**config.mk**
```make
export PLATFORM = sky130hd
export DESIGN_NAME = context_scheduler
export DESIGN_NICKNAME = d
export VERILOG_FILES = /design/src/rtl/context_scheduler.sv
export SDC_FILE = /design/constraint.sdc
export NUM_CORES = 1
export LEC_CHECK = 0
export ABC_AREA = 1
export CORE_MARGIN = 2
export CORE_UTILIZATION = 38
export DETAILED_ROUTE_END_ITERATION = 10
export MAX_ROUTING_LAYER = met4
export PLACE_DENSITY_LB_ADDON = 0.3
export SLEW_MARGIN = 10
export SYNTH_ARGS = -nofsm -noshare
export SYNTH_HDL_FRONTEND = slang
export SYNTH_SLANG_ARGS = --single-unit
```
**constraint.sdc**
```tcl
create_clock -name clk -period 3.1 [get_ports clk]
set_clock_uncertainty 0.1 [all_clocks]
set_input_delay 0.465 -clock clk [delete_from_list [all_inputs] [get_ports clk]]
set_output_delay 0.465 -clock clk [all_outputs]
set_load 0.02 [all_outputs]
```
**src/rtl/context_scheduler.sv**
```systemverilog
// context_scheduler: round-robin process scheduler owning the single RAM port
`ifndef RAM_READ
`define RAM_READ 1'b0
`endif
`ifndef RAM_WRITE
`define RAM_WRITE 1'b1
`endif
module context_scheduler #(
   parameter int ADDR_BITS = 8,
   parameter int DATA_BITS = 16,
   parameter int PID_BITS  = 2,
   parameter int TIMESLICE = 64
) (
   input  logic                 clk,
   input  logic                 reset,
   input  logic                 spawnValid,
   input  logic [PID_BITS-1:0]  spawnPid,
   output logic                 spawnReady,
   input  logic                 yieldReq,
   input  logic                 haltReq,
   input  logic [ADDR_BITS-1:0] coreAddress,
   input  logic [DATA_BITS-1:0] coreDataIn,
   input  logic                 coreRwMode,
   input  logic [ADDR_BITS-1:0] saveAddress,
   input  logic [DATA_BITS-1:0] saveDataIn,
   input  logic                 saveRwMode,
   input  logic                 saveFinished,
   input  logic [ADDR_BITS-1:0] restoreAddress,
   input  logic                 restoreRwMode,
   input  logic                 restoreFinished,
   output logic                 coreEnable,
   output logic                 saveEnable,
   output logic                 restoreEnable,
   output logic [ADDR_BITS-1:0] ramAddress,
   output logic [DATA_BITS-1:0] ramDataIn,
   output logic                 ramRwMode,
   output logic [PID_BITS-1:0]  ramBank,
   output logic [PID_BITS-1:0]  currentPid,
   output logic                 idle
);
   typedef enum logic [1:0] {IDLE, RESTORE, RUN, SAVE} state_t;
   localparam int CW = PID_BITS + 1;
   localparam int SW = $clog2(TIMESLICE + 1);
   localparam logic [CW-1:0] FULL = {1'b1, {PID_BITS{1'b0}}};
   localparam logic [SW-1:0] RELOAD = SW'(TIMESLICE - 1);
   state_t state, next_state;
   logic [PID_BITS-1:0] queue [2**PID_BITS];
   logic [PID_BITS-1:0] head, tail;
   logic [CW-1:0] count;
   logic [SW-1:0] slice;
   logic pop, save_push, spawn_push, push, load, dec;
   assign spawnReady = (count < FULL) && state != SAVE;
   assign spawn_push = spawnValid && spawnReady;
   assign push = spawn_push || save_push;
   // next-state and queue/slice control; pops always use the registered count
   always_comb begin
      next_state = state;
      pop = 1'b0;
      save_push = 1'b0;
      load = 1'b0;
      dec = 1'b0;
      case (state)
         IDLE: if (count != '0) begin
            pop = 1'b1;
            next_state = RESTORE;
         end
         RESTORE: if (restoreFinished) begin
            load = 1'b1;
            next_state = RUN;
         end
         RUN: if (haltReq) begin
            pop = count != '0;
            next_state = count != '0 ? RESTORE : IDLE;
         end else if (yieldReq || slice == '0) begin
            load = count == '0;
            next_state = count != '0 ? SAVE : RUN;
         end else dec = 1'b1;
         SAVE: if (saveFinished) begin
            save_push = 1'b1;
            pop = 1'b1;
            next_state = RESTORE;
         end
         default: next_state = IDLE;
      endcase
   end
   // state, FIFO and timeslice registers
   always_ff @(posedge clk) begin
      if (!reset) begin
         state <= IDLE;
         head <= '0;
         tail <= '0;
         count <= '0;
         currentPid <= '0;
         slice <= '0;
      end else begin
         state <= next_state;
         if (push) begin
            queue[tail] <= save_push ? currentPid : spawnPid;
            tail <= tail + 1'b1;
         end
         if (pop) begin
            currentPid <= queue[head];
            head <= head + 1'b1;
         end
         count <= count + CW'(push) - CW'(pop);
         slice <= load ? RELOAD : dec ? slice - 1'b1 : slice;
      end
   end
   assign coreEnable = state == RUN;
   assign saveEnable = state == SAVE;
   assign restoreEnable = state == RESTORE;
   assign idle = state == IDLE;
   assign ramBank = idle ? '0 : currentPid;
   assign ramAddress = coreEnable ? coreAddress : saveEnable ? saveAddress :
                       restoreEnable ? restoreAddress : '0;
   assign ramDataIn = coreEnable ? coreDataIn : saveEnable ? saveDataIn : '0;
   assign ramRwMode = coreEnable ? coreRwMode : saveEnable ? saveRwMode :
                      restoreEnable ? restoreRwMode : `RAM_READ;
endmodule

```
==> results.tsv <==
metric	value	unit
status	finished clean	
worst-setup-path-type	reg2out	
final.setup.tns	0	ns
worst_setup_hold_path_clk_slew	0.08	ns
globalRouteOverflowTotal	0	
start_kind	flip-flop	
finalMaxSlewViolations	0	
syn_avg_cell_area	7.51	sq um
cts-buffers-inserted	3	
grt_pass1_wl	8.17	mm
worst-endpoint-arrival	2.20	ns
h-tree-depth	1	
number_of_drc_markers_after_the_initial_detailed_route_iteration	115	
report.final.hold_viol_count	0	
warnings_from_yosys	0	
syn_to_final_growth	63.6	%
crit_fanout	10	
detailed_place_hpwl	4.43	mm
grt_util_all_layers	0.204	
vias_per_cell	4.88	
placement.io_buffers	101	
timing.slew.headroom	0.641	
final_util	0.654	
synth.area.top_cells	dfxtp_1 20%, edfxtp_1 14%, nand2_1 8.9%, ha_1 8.5%, a22o_1 7.9%	
number_of_buffers_inserted_by_post_cts_setup_repair	0	
worst_ir_drop_vdd	378	uV
sequential_area_share_after_synthesis	0.340	
slowest_stage	clkdlybuf4s50_1	
worstReg2RegStart	state[1]	
finalWirelength	5.34	mm
antenna_cells	0	
cts_max_path_buffers	2	
worst_skew_pair.late_latency	0.26	ns
rsz0062_at_grt	no	
reg2reg_slack	0.65	ns
crit_path_max_incr_delay	0.62	ns
setup_viol	0	
syn_area	1770	sq um
cts_num_sinks	26	
power.density	694	nW/um^2
timing.critical_path.to_type	output port	
synthDistinctLibCells	26	
yosysTopAreaCellShare	0.204	
drt.antenna.violating_nets	0	
synth-async-reset-ratio	0	
max-cap-violations	0	
hold_class	reg2reg	
layout_worst_path_cycle_share	0.893	
timing.final.crit_period	2.77	ns
synth_top_area_cell	dfxtp_1	
startpoint	state[0]	
standby_leakage_power	1.22	nW
fin_worst_hold_slack	0.417	ns
synth-main-ff-cell	dfxtp_1	
cp.required	2.53	ns
syn_inst	235	
timing.critical_path.mode_cell	buf_4	
die-width	72.2	um
drc	0	
design.final.nets	419	
initial_antenna_violation_count	0	
ys_ff_latch	26	
drt_first_pass_iters	4	
synth-edff-count	8	
timing.critical_path.to	ramAddress[2]	
cts_root_buf	clkbuf_8	
fmaxAchievable	361	MHz
initial_core_util	0.400	
worst_pin_slew	0.537	ns
largest_net_degree_at_the_start_of_global_routing	26	
detail_route.wl_per_cell	13.7	um
gp_congestion	0.900	
floorplan.core_area	4410	sq um
timing.critical_path.cells	ha_1 -> buf_4 -> nor2_1 -> buf_4 -> a22oi_1 -> o21ai_1 -> clkdlybuf4s50_1	
floorplan.die_area	5210	sq um
fillerInstances	369	
post_cts_hold_buffer_count	0	
die-height	72.2	um
cts_resized	0	
layout_cell_share_with_drive_strength_beyond_1	0.0593	
io_pins	102	
timing.rr.end	count[2]	
layout_common_cells	101 x clkdlybuf4s50_1, 42 x nand2_1, 28 x inv_1, 21 x nor2_1, 20 x o21ai_1	
num_vias	1898	
tritoncts	done	
first_global_vias	1731	
syn_nets	316	
r2r.worst_path.cells	13	
layout.cells.most_common	clkdlybuf4s50_1	
num_rows	24	
[sequential cells by signal (all words and copies together) (netlist names)]
name	cells
count	3
state	2
head	2
slice	7
tail	2
queue	8
currentPid	2
[through the flow]
stage / total power [mW] / area [sq um] / setup slack [ns] / cells
finish: 2.00 / 2890 / 0.330 / 389
global route: 2.17 / 2890 / 0.180 / 389
CTS: 2.02 / 2890 / 0.322 / 389
detailed placement: 1.82 / 2840 / 0.405 / 385
global placement: 1.80 / 2840 / 0.447 / 385
floorplan: 1.33 / 1770 / 0.643 / 235
[logic make-up after synthesis]
logic type / Yosys count / synth area share
xor gates and xnor gates: 5 / 0.0248
and+or+nand+nor: 82 / 0.209
buffers and inverters: 41 / 0.0886
AOI/OAI and AO/OA: 68 / 0.241
DFF: 26 / 0.340
adders and majority gates: 13 / 0.0964
[report_power, final]
part           switching (mW)  internal (mW)
sequential             0.0713          0.436
clock                  0.0971         0.0886
combinational           0.714          0.597
total                   0.883           1.12
[metal layers]
layer / GRT usage / share of wire / wire length [um] / up-vias
li1: - / - / - / 993
met1: 0.254 / 0.40 / 2160 / 835
met2: 0.341 / 0.52 / 2770 / 62
met3: 0.0417 / 0.061 / 324 / 8
met4: 0.0440 / 0.016 / 83 / 0
met5: - / 0 / 0 / -
[Yosys cell counts, types with 3 or more instances]
| cell | n |
|---|---|
| nand2_2 | 3 |
| o21ai_1 | 20 |
| inv_1 | 28 |
| edfxtp_1 | 8 |
| xnor2_1 | 3 |
| a22oi_1 | 9 |
| ha_1 | 12 |
| inv_2 | 6 |
| dfxtp_1 | 18 |
| clkbuf_1 | 3 |
| a21oi_1 | 13 |
| nor2_1 | 21 |
| nand2_1 | 42 |
| nand3_1 | 11 |
| o21ai_0 | 9 |
| a22o_1 | 16 |
[critical path, delay by kind of cell (launching register included)]
| family | cells | cell delay (ns) |
|---|---|---|
| fa+ha+maj | 1 | 0.29 |
| compound gates | 2 | 0.21 |
| simple gates | 1 | 0.10 |
| flops | 1 | 0.34 |
| buf+inv | 3 | 1.00 |
[worst min-delay path by stage]
| stage | startpoint | end | slack [ns] | cells after the start |
|---|---|---|---|---|
| finish | tail[0] | tail[0] | 0.42 | 1 |
| global route | currentPid[1] | currentPid[1] | 0.44 | 2 |
| CTS | slice[6] | slice[6] | 0.42 | 2 |
| detailed placement | tail[0] | tail[0] | 0.40 | 1 |
| global placement | slice[6] | slice[6] | 0.38 | 2 |
| floorplan | tail[0] | tail[0] | 0.37 | 1 |
[cell type report]
class                      count  area, sq um  share of cell area
inverter                      34          128              0.0442
sequential                    26          601               0.208
clock inverter                 1         3.75             0.00130
multi-input combinational    168         1010               0.349
timing repair buffer         105         1040               0.360
tap                           52         65.1              0.0225
clock buffer                   3         41.3              0.0143
Note: power is estimated with default switching activity, not from simulation.
